$ cat config.mk
export PLATFORM = sky130hd
export DESIGN_NAME = ecg_frame_windower
export DESIGN_NICKNAME = d
export VERILOG_FILES = /design/src/rtl/ecg_frame_windower.sv
export SDC_FILE = /design/constraint.sdc
export NUM_CORES = 1
export LEC_CHECK = 0
export ABC_CLOCK_PERIOD_IN_PS = 20400
export BUFFER_PORTS_ARGS = -buffer_cell sky130_fd_sc_hd__buf_2
export CELL_PAD_IN_SITES_DETAIL_PLACEMENT = 0
export CELL_PAD_IN_SITES_GLOBAL_PLACEMENT = 1
export CORE_MARGIN = 1
export CORE_UTILIZATION = 39
export DETAILED_ROUTE_END_ITERATION = 8
export GPL_TIMING_DRIVEN = 0
export PLACE_DENSITY_LB_ADDON = 0.08
export SLEW_MARGIN = 20
export SYNTH_ARGS = -nofsm -noshare
export SYNTH_HDL_FRONTEND = slang
export SYNTH_SLANG_ARGS = --single-unit
$ cat constraint.sdc
create_clock -name clk -period 20.4 [get_ports clk]
set_input_delay 5.1 -clock clk [delete_from_list [all_inputs] [get_ports clk]]
set_output_delay 5.1 -clock clk [all_outputs]
set_load 0.02 [all_outputs]
$ cat src/rtl/ecg_frame_windower.sv
// ecg_frame_windower: assembles a sliding N-sample window from a valid/ready
// sample stream, holds it stable for SETTLE cycles while the downstream CNN
// settles, captures the CNN class vector, then slides the window by HOP.
module ecg_frame_windower #(
  parameter int N      = 32,
  parameter int W      = 16,
  parameter int HOP    = 8,
  parameter int SETTLE = 2
) (
  input  logic           clk,
  input  logic           rst,
  input  logic           flush,
  input  logic           s_valid,
  input  logic [W-1:0]   s_data,
  output logic           s_ready,
  output logic [N*W-1:0] frame_out,
  output logic           frame_valid,
  input  logic [7:0]     class_in,
  output logic [7:0]     class_out,
  output logic           class_valid,
  output logic [15:0]    frame_count
);

  localparam int CW = $clog2(N + 1);

  typedef enum logic [1:0] {
    ST_FILL    = 2'd0,
    ST_SETTLE  = 2'd1,
    ST_CAPTURE = 2'd2,
    ST_HOP     = 2'd3
  } state_t;

  state_t        state_q, state_d;
  logic [CW-1:0] fill_q, fill_d;
  logic [CW-1:0] settle_q, settle_d;
  logic [CW-1:0] hop_q, hop_d;
  logic [7:0]    class_q, class_d;
  logic          cvalid_q, cvalid_d;
  logic [15:0]   fcnt_q, fcnt_d;
  logic [W-1:0]  win_q [N];
  logic          accept_s;
  logic          shift_s;

  // Ready depends on state only, so upstream never sees a valid->ready loop.
  assign s_ready     = (state_q == ST_FILL) || (state_q == ST_HOP);
  assign accept_s    = s_valid & s_ready;
  assign frame_valid = (state_q == ST_SETTLE) || (state_q == ST_CAPTURE);
  assign class_out   = class_q;
  assign class_valid = cvalid_q;
  assign frame_count = fcnt_q;

  genvar gi;
  generate
    for (gi = 0; gi < N; gi++) begin : g_pack
      assign frame_out[gi*W +: W] = win_q[gi];
    end
  endgenerate

  // Next-state, counter and capture logic; flush overrides any accept.
  always_comb begin
    state_d  = state_q;
    fill_d   = fill_q;
    settle_d = settle_q;
    hop_d    = hop_q;
    class_d  = class_q;
    cvalid_d = 1'b0;
    fcnt_d   = fcnt_q;
    shift_s  = 1'b0;
    if (flush) begin
      state_d  = ST_FILL;
      fill_d   = '0;
      settle_d = '0;
      hop_d    = '0;
    end else begin
      case (state_q)
        ST_FILL: begin
          if (accept_s) begin
            shift_s = 1'b1;
            if (fill_q == CW'(N - 1)) begin
              state_d  = ST_SETTLE;
              fill_d   = '0;
              settle_d = '0;
            end else begin
              fill_d = fill_q + CW'(1);
            end
          end else begin
            fill_d = fill_q;
          end
        end
        ST_SETTLE: begin
          if (settle_q == CW'(SETTLE - 1)) begin
            state_d  = ST_CAPTURE;
            settle_d = '0;
          end else begin
            settle_d = settle_q + CW'(1);
          end
        end
        ST_CAPTURE: begin
          class_d  = class_in;
          cvalid_d = 1'b1;
          fcnt_d   = fcnt_q + 16'd1;
          state_d  = ST_HOP;
          hop_d    = '0;
        end
        ST_HOP: begin
          if (accept_s) begin
            shift_s = 1'b1;
            if (hop_q == CW'(HOP - 1)) begin
              state_d  = ST_SETTLE;
              hop_d    = '0;
              settle_d = '0;
            end else begin
              hop_d = hop_q + CW'(1);
            end
          end else begin
            hop_d = hop_q;
          end
        end
        default: begin
          state_d = ST_FILL;
        end
      endcase
    end
  end

  // State, counters and registered class outputs.
  always_ff @(posedge clk or posedge rst) begin
    if (rst) begin
      state_q  <= ST_FILL;
      fill_q   <= '0;
      settle_q <= '0;
      hop_q    <= '0;
      class_q  <= 8'd0;
      cvalid_q <= 1'b0;
      fcnt_q   <= 16'd0;
    end else begin
      state_q  <= state_d;
      fill_q   <= fill_d;
      settle_q <= settle_d;
      hop_q    <= hop_d;
      class_q  <= class_d;
      cvalid_q <= cvalid_d;
      fcnt_q   <= fcnt_d;
    end
  end

  // Sample window: shifts toward index 0 on each accepted sample.
  always_ff @(posedge clk or posedge rst) begin
    if (rst) begin
      for (int i = 0; i < N; i++) begin
        win_q[i] <= '0;
      end
    end else if (shift_s) begin
      for (int i = 0; i < N - 1; i++) begin
        win_q[i] <= win_q[i+1];
      end
      win_q[N-1] <= s_data;
    end else begin
      for (int i = 0; i < N; i++) begin
        win_q[i] <= win_q[i];
      end
    end
  end

endmodule

After elaboration in Yosys (flattened, before gate mapping)
Cells that the tools add are included.
{"block": "totals", "register_bits": 557, "output_inout_bits": 539}
{"block": "op_classes", "n_eq_ne": 11, "bitwise_logic": 2, "reduce_logical": 13, "n_mux": 27, "n_addsub": 4}
{"cell": "two-way mux 6 bit", "n": 13}
{"cell": "adder 6 x 1 -> 6 bit, second input constant", "n": 3}
{"cell": "one-hot mux 6 bit (3 select lines)", "n": 1}
{"cell": "adder 16 x 1 -> 16 bit, second input constant", "n": 1}
{"cell": "two-way mux 2 bit", "n": 6}
{"cell": "one-hot mux 6 bit (2 select lines)", "n": 1}
{"cell": "AND reduction 5 bit", "n": 2}
{"cell": "inequality test 3 x 2 -> 1 bit, second input constant", "n": 3}
{"cell": "one-hot mux 2 bit (4 select lines)", "n": 1}
{"cell": "== test 6 x 1 -> 1 bit, second input constant", "n": 1}
{"cell": "== test 6 x 3 -> 1 bit, second input constant", "n": 1}
{"cell": "== test 6 x 5 -> 1 bit, second input constant", "n": 1}
{"cell": "inequality test 3 bit, second input constant", "n": 2}
{"cell": "AND reduction 2 bit", "n": 3}
{"cell": "two-way mux 1 bit", "n": 5}
{"cell": "== test 2 bit, second input constant", "n": 2}
{"cell": "nonzero test 2 bit", "n": 2}
{"cell": "nonzero test 4 bit", "n": 1}
{"cell": "nonzero test 3 bit", "n": 1}
{"cell": "== test 2 x 1 -> 1 bit, second input constant", "n": 1}
{"cell": "logical NOT 2 bit", "n": 1}
{"cell": "logical OR 1 bit", "n": 2}
{"cell": "OR reduction 2 bit", "n": 1}
{"cell": "AND 1 bit", "n": 1}
{"cell": "inverter 1 bit", "n": 1}

Longest topological paths before layout
Gate-level depths: netlist of run 1.
{"block": "logic_depth", "depth_word": 6, "mapped_depth": 7}

Worst setup path after synthesis of run 1
OpenSTA, ideal clock, no wires.
{"block": "synth_timing", "kind": "input port to flip-flop", "start": "input port s_valid", "end": "register win_q (netlist bit frame_out[240])", "arrival_time_ns": 6.068, "setup_ns": 0.125, "stages": 5, "setup_slack_ns": 14.207, "n_path_buf": 2, "path_cell_list": "nand2b_2 -> nor2_2 -> buf_2 -> buf_4 -> mux2_2"}
{"block": "synth_via", "elab_chain_len": 4}
{"item": "from (decl)", "line_no": "13", "text": "input logic s_valid,"}
{"item": "AND 1 bit", "line_no": "46", "text": "assign accept_s = s_valid & s_ready;"}
{"item": "two-way mux 1 bit", "line_no": "77, 106"}
{"item": "two-way mux 1 bit"}
{"item": "two-way mux 1 bit", "line_no": "69", "text": "if (flush) begin"}
{"item": "to (signal, indexed assignment)", "line_no": "155", "text": "win_q[i] <= win_q[i+1];"}
{"item": "to (signal, indexed assignment)", "line_no": "157", "text": "win_q[N-1] <= s_data;"}
{"item": "to (signal, indexed assignment)", "line_no": "160", "text": "win_q[i] <= win_q[i];"}
{"item": "to (decl)", "line_no": "40", "text": "logic [W-1:0] win_q [N];"}
Every way passes these cells.
A chain may end at the register's enable or synchronous reset.

Worst setup path after layout of run 1
{"block": "layout_timing", "start": "register state_q[0]", "end": "output port s_ready"}
{"block": "layout_via", "elab_chain_len": 2, "word_cells_on_any_way": 3, "classes_between": "1 x eq/ne; 2 x reduce/logical"}
{"item": "from (decl)", "line_no": "33", "text": "state_t state_q, state_d;"}
{"item": "from (signal assigned)", "line_no": "137", "text": "state_q <= state_d;"}
{"item": "== test 2 bit / logical NOT 2 bit (equally long branches)", "line_no": "45", "text": "assign s_ready = (state_q == ST_FILL) || (state_q == ST_HOP);"}
{"item": "logical OR 1 bit *", "line_no": "45"}
{"item": "to (decl)", "line_no": "15", "text": "output logic s_ready,"}
Mark *: on every way between the ends. The rest lies on a longest branch, timed or not.

==> results of run 1 <==
==> power breakdown <==
| group | switching (mW) | total (mW) | internal, mW |
|---|---|---|---|
| clock network | 0.430 | 1.06 | 0.632 |
| logic | 0.599 | 1.01 | 0.415 |
| registers | 0.159 | 1.46 | 1.30 |
| total | 1.19 | 3.54 | 2.35 |
==> final cells by class <==
| cell class | instances | area, um2 |
|---|---|---|
| Fill cell | 4742 | 26600 |
| Sequential cell | 557 | 13900 |
| Multi-Input combinational cell | 666 | 6930 |
| Timing Repair Buffer | 586 | 3250 |
| Clock buffer | 89 | 1780 |
| Tap cell | 696 | 871 |
| Buffer | 61 | 430 |
| Clock inverter | 9 | 123 |
| Inverter | 10 | 41.3 |
==> final timing paths <==
| kind | end | startpoint | cells after the start | slack (ns) |
|---|---|---|---|---|
| setup reg to reg | frame_out[494]$_DFFE_PP0P_ | state_q[0]$_DFFE_PP0P_ | 7 | 17.44 |
| min in group asynchronous | frame_out[212]$_DFFE_PP0P_ | rst | 2 | 4.44 |
| hold / removal | frame_count[15]$_DFFE_PP0P_ | frame_count[15]$_DFFE_PP0P_ | 1 | 0.48 |
| setup / recovery | s_ready | state_q[0]$_DFFE_PP0P_ | 4 | 13.56 |
| hold reg to reg | frame_count[15]$_DFFE_PP0P_ | frame_count[15]$_DFFE_PP0P_ | 1 | 0.48 |
| max in group asynchronous | frame_out[39]$_DFFE_PP0P_ | rst | 7 | 14.68 |
==> worst max-delay path: stages, from the launching register on <==
cell     delay (ns)
dfrtp_1        0.45
inv_1          0.09
ha_1           0.37
inv_1          0.07
buf_2          0.15
==> sequential cells by signal, summed over array words and instances, names as in the netlist <==
name         flops
settle_q         6
class_valid      1
frame_out      512
hop_q            6
class_out        8
fill_q           6
frame_count     16
state_q          2
==> cell families after synthesis <==
kind of cell,Yosys count
buffers and inverters,71
AND/OR/NAND/NOR,78
AO/OA/AOI/OAI,32
multiplexers,528
XOR/XNOR,17
flip-flops,557
adder cells (fa/ha/maj),11
==> routing by layer <==
metal / track usage (%) / routed length, um
met3: 6.94 / 4510
met2: 35.4 / 28900
met4: 7.31 / 1840
met5: 0 / 0
met1: 26.3 / 23800
==> cells in the mapped netlist (all sizes together), types with 5 or more instances <==
| cell | number | area, um2 |
|---|---|---|
| a21oi | 5 | 25.0 |
| a32o | 5 | 50.1 |
| and3 | 5 | 31.3 |
| buf | 60 | 427 |
| dfrtp | 557 | 13900 |
| ha | 11 | 138 |
| inv | 10 | 37.5 |
| mux2 | 525 | 5920 |
| nand2 | 17 | 63.8 |
| nor2 | 21 | 81.3 |
| xnor2 | 9 | 78.8 |
| xor2 | 8 | 70.1 |
==> per-stage QoR <==
step,std cells,setup slack (ns),instance area (um2)
3_3_place_gp,2556,4.39,25000
2_1_floorplan,1294,7.72,21300
6_report,2674,13.56,27400
5_1_grt,2674,13.43,27400
4_1_cts,2674,13.48,27400
3_5_place_dp,2576,13.25,25500
==> flow_metrics.tcl, run 1 <==
set metrics [dict create \
    period_minus_slack_ns 6.84 \
    wirelength_mm 59.0 \
    synth_fa_ha_area_share_pct 0.645 \
    overflow 0 \
    drt_pass1_iterations 4 \
    grt_pass1_wl_mm 90.6 \
    synth_top_family_by_area "multiplexers" \
    layout_commonest_cell "buf_2" \
    cp-start-kind "register" \
    antenna_cells 0 \
    numCtsBuffers 60 \
    synth_compound_gate_area_share_pct 1.28 \
    io_pins 567 \
    async_reset_ff_share_pct 100 \
    rsz0062_at_grt "no" \
    area_growth_pct 28.2 \
    antenna_found_initial 1 \
    hold_path_class "reg -> reg" \
    ys_warn_count 0 \
    syn_inst 1294 \
    setup_viol 0 \
    most-common-layout-cells "buf_2, dfrtp_1, mux2_2" \
    fin_setup_tns_ns 0 \
    drt_iter0_drc 480 \
    synth_ff_type "dfrtp_1" \
    avgSynthCellArea_um2 16.5 \
    post-route-util_pct 50.7 \
    crit_path_max_fanout 6 \
    wl_per_cell_um 22.1 \
    layout.nets 1981 \
    htree_levels 2 \
    cts_tree "built" \
    cp.arrival_ns 1.74 \
    dpl.hpwl_mm 46.4 \
    viasPerCell 4.90 \
    p_leak_nw 15.0 \
    core_mm2 0.0539 \
    clock-root-buffer "clkbuf_16" \
    vdd_drop_max_mv 0.0944 \
    die_h_um 236 \
    fmax_mhz 146 \
    cts_resized 0 \
    drive_gt1_share_pct 62.2 \
    grt_util_all_layers_pct 21.4 \
    p_total_mw 3.54 \
    placementRows 85 \
    synthXorXnorAreaFrac_pct 0.698 \
    dieArea_mm2 0.0556 \
    synth-edff-count 0 \
    status "completed" \
    post_cts_buffers 0 \
    hold_viol_final 0 \
    drc 0 \
    cp.required_ns 15.30 \
    grt_max_degree 35 \
    cts_buffer_depth 3 \
    synthMuxAreaShare_pct 27.9 \
    yosys.cell_types.count 51 \
    fin_crit_sh_pct 33.6 \
    ant_nets 0 \
    portBuffers 566 \
    whs_ns 0.478 \
    grt_pass1_vias 13700 \
    fp.dieW_um 236 \
    synthesis.nets 1333 \
    max-cap-violations 0 \
    cts_hold_buf 0 \
    vias 13100 \
    skew_ns 0.0185 \
    p_per_area_mw_per_mm2 129 \
    synth-seq-cells 557 \
    netlist_area_mm2 0.0213 \
    tightestPinTransition_ns 0.707 \
    worstSkewPairLatency_ns 0.61 \
    path_class "reg -> out" \
    clkSlewWorstSetupHoldPaths_ns 0.06 \
    timing.slew.headroom_pct 52.5 \
    initial_core_util_pct 39.6 \
    slew_violations 0 \
    ys_seq_area_share_pct 65.3 \
    yosys.area_share.simple_pct 1.96 \
    clock-sinks 557 \
    place.gp.congestion 0.822 \
    cp-end-kind "primary output" \
]
Note: power is estimated with default switching activity, not from simulation.
==> run 2, diff against run 1 <==
ABC_CLOCK_PERIOD_IN_PS = 6500   (was 20400)
CORE_UTILIZATION = 43   (was 39)
clock period = 6.5 ns   (was 20.4 ns; I/O delays follow)
==> run 2 against run 1 <==
Net effect: critical path depth did not move; global-route usage rose by 0.97 points; core utilization rose by 5.2 points; critical endpoint unchanged.
==> flow_metrics.tcl, run 2 (same netlist as run 1, synthesis figures left out) <==
set metrics [dict create \
    cts_resized 0 \
    fillers 4175 \
    whs_ns 0.475 \
    wl_per_cell_um 21.4 \
    p_total_mw 11.1 \
    grt_pass1_wl_mm 85.7 \
    clkSlewWorstSetupHoldPaths_ns 0.06 \
    cp.arrival_ns 1.81 \
    rr_startpoint "state_q[0]$_DFFE_PP0P_" \
    crit_path_max_fanout 6 \
    grt_util_all_layers_pct 22.4 \
    initial_core_util_pct 43.6 \
    vias 13100 \
    area_growth_pct 28.4 \
    ant_nets 0 \
    p_per_area_mw_per_mm2 407 \
    skew_ns 0.0161 \
    hold_viol_final 0 \
    drt_iter0_drc 464 \
    grt_max_degree 36 \
    status "completed" \
    drt_pass1_iterations 4 \
    setup.worst_path.start "state_q[0]$_DFFE_PP0P_" \
    cts_tree "built" \
    die_h_um 225 \
    cts_buffer_depth 3 \
    largest_register_ffs 512 \
    clock-root-buffer "clkbuf_16" \
    clock-sinks 557 \
    max-cap-violations 0 \
    worstSkewPairLatency_ns 0.60 \
    placed_cells 2543 \
    layoutNonFillerInstCount 2652 \
    drive_gt1_share_pct 62.6 \
    slew_violations 0 \
    portBuffers 566 \
    setup_viol 0 \
    layout_commonest_cell "buf_2" \
    placementRows 81 \
    tightestPinTransition_ns 0.657 \
    htree_levels 2 \
    overflow 0 \
    cp.required_ns 4.88 \
    antenna_found_initial 0 \
    vdd_drop_max_mv 0.322 \
    min_from "frame_count[15]$_DFFE_PP0P_" \
    setup_slack_ns 3.06 \
    period_minus_slack_ns 3.44 \
    antenna_cells 0 \
    layout.nets 1979 \
    dieArea_mm2 0.0505 \
    post_cts_buffers 0 \
    timing.slew.headroom_pct 56.2 \
    most-common-layout-cells "buf_2, dfrtp_1, mux2_2" \
    core_mm2 0.0490 \
    dpl.hpwl_mm 44.5 \
    place.gp.congestion 0.811 \
    numCtsBuffers 59 \
    p_leak_nw 15.0 \
    fin_crit_sh_pct 52.9 \
    cp-start-kind "register" \
    io_pins 567 \
    path_class "reg -> out" \
    post-route-util_pct 55.9 \
    grt_pass1_vias 13400 \
    viasPerCell 4.95 \
    rsz0062_at_grt "no" \
    drc 0 \
    pre_cts_ws_ns 2.85 \
    hold_path_class "reg -> reg" \
    fp.dieW_um 225 \
    wirelength_mm 56.8 \
    cts_hold_buf 0 \
    fmax_mhz 291 \
    cp-end-kind "primary output" \
]
==> run 2: per-layer routing <==
layer  global-route usage (%)  share of wire [%]  routed length [um]  vias up
met1                     28.9                 42               23700     6773
met2                     36.7                 48               27500      368
li1                         -                  -                   -     5904
met4                     6.80                2.7                1510        0
met3                     6.23                7.1                4010       78
met5                        0                  0                   0        -
==> run 2: worst paths after layout <==
kind	to	slack, ns	depth (start not counted)
min in group asynchronous	frame_out[243]$_DFFE_PP0P_	1.10	2
worst min-delay path	frame_count[15]$_DFFE_PP0P_	0.48	1
max in group asynchronous	frame_out[500]$_DFFE_PP0P_	3.68	8
worst max register to register	frame_out[18]$_DFFE_PP0P_	3.54	7
worst max-delay path	s_ready	3.06	4
worst min register to register	frame_count[15]$_DFFE_PP0P_	0.48	1
==> run 2: layout make-up <==
class	instances	area (um2)	share of cell area, %
plain buffers	61	430	1.57
multi-input cells	666	6930	25.3
repair buffers	585	3230	11.8
flip-flops and latches	557	13900	50.9
well taps	664	831	3.03
clock inverters	22	193	0.704
inverters	10	41.3	0.151
clock buffers	87	1790	6.55
==> run 2: through the flow <==
stage / setup TNS (ns) / instance area [um2]
detailed placement: 0 / 25400
global route: 0 / 27400
global placement: -3226.98 / 25000
CTS: 0 / 27400
finish: 0 / 27400
floorplan: -1507.67 / 21300
==> run 2: where the power goes <==
| part | switching, mW | internal, mW |
|---|---|---|
| Sequential | 0.511 | 4.09 |
| Combinational | 1.87 | 1.30 |
| Clock | 1.36 | 2.02 |
| Total | 3.74 | 7.41 |
==> run 2: critical path, stage by stage (launching register included) <==
cell and delay, ns:
dfrtp_1 0.45, inv_1 0.09, ha_1 0.45, inv_1 0.06, buf_2 0.16
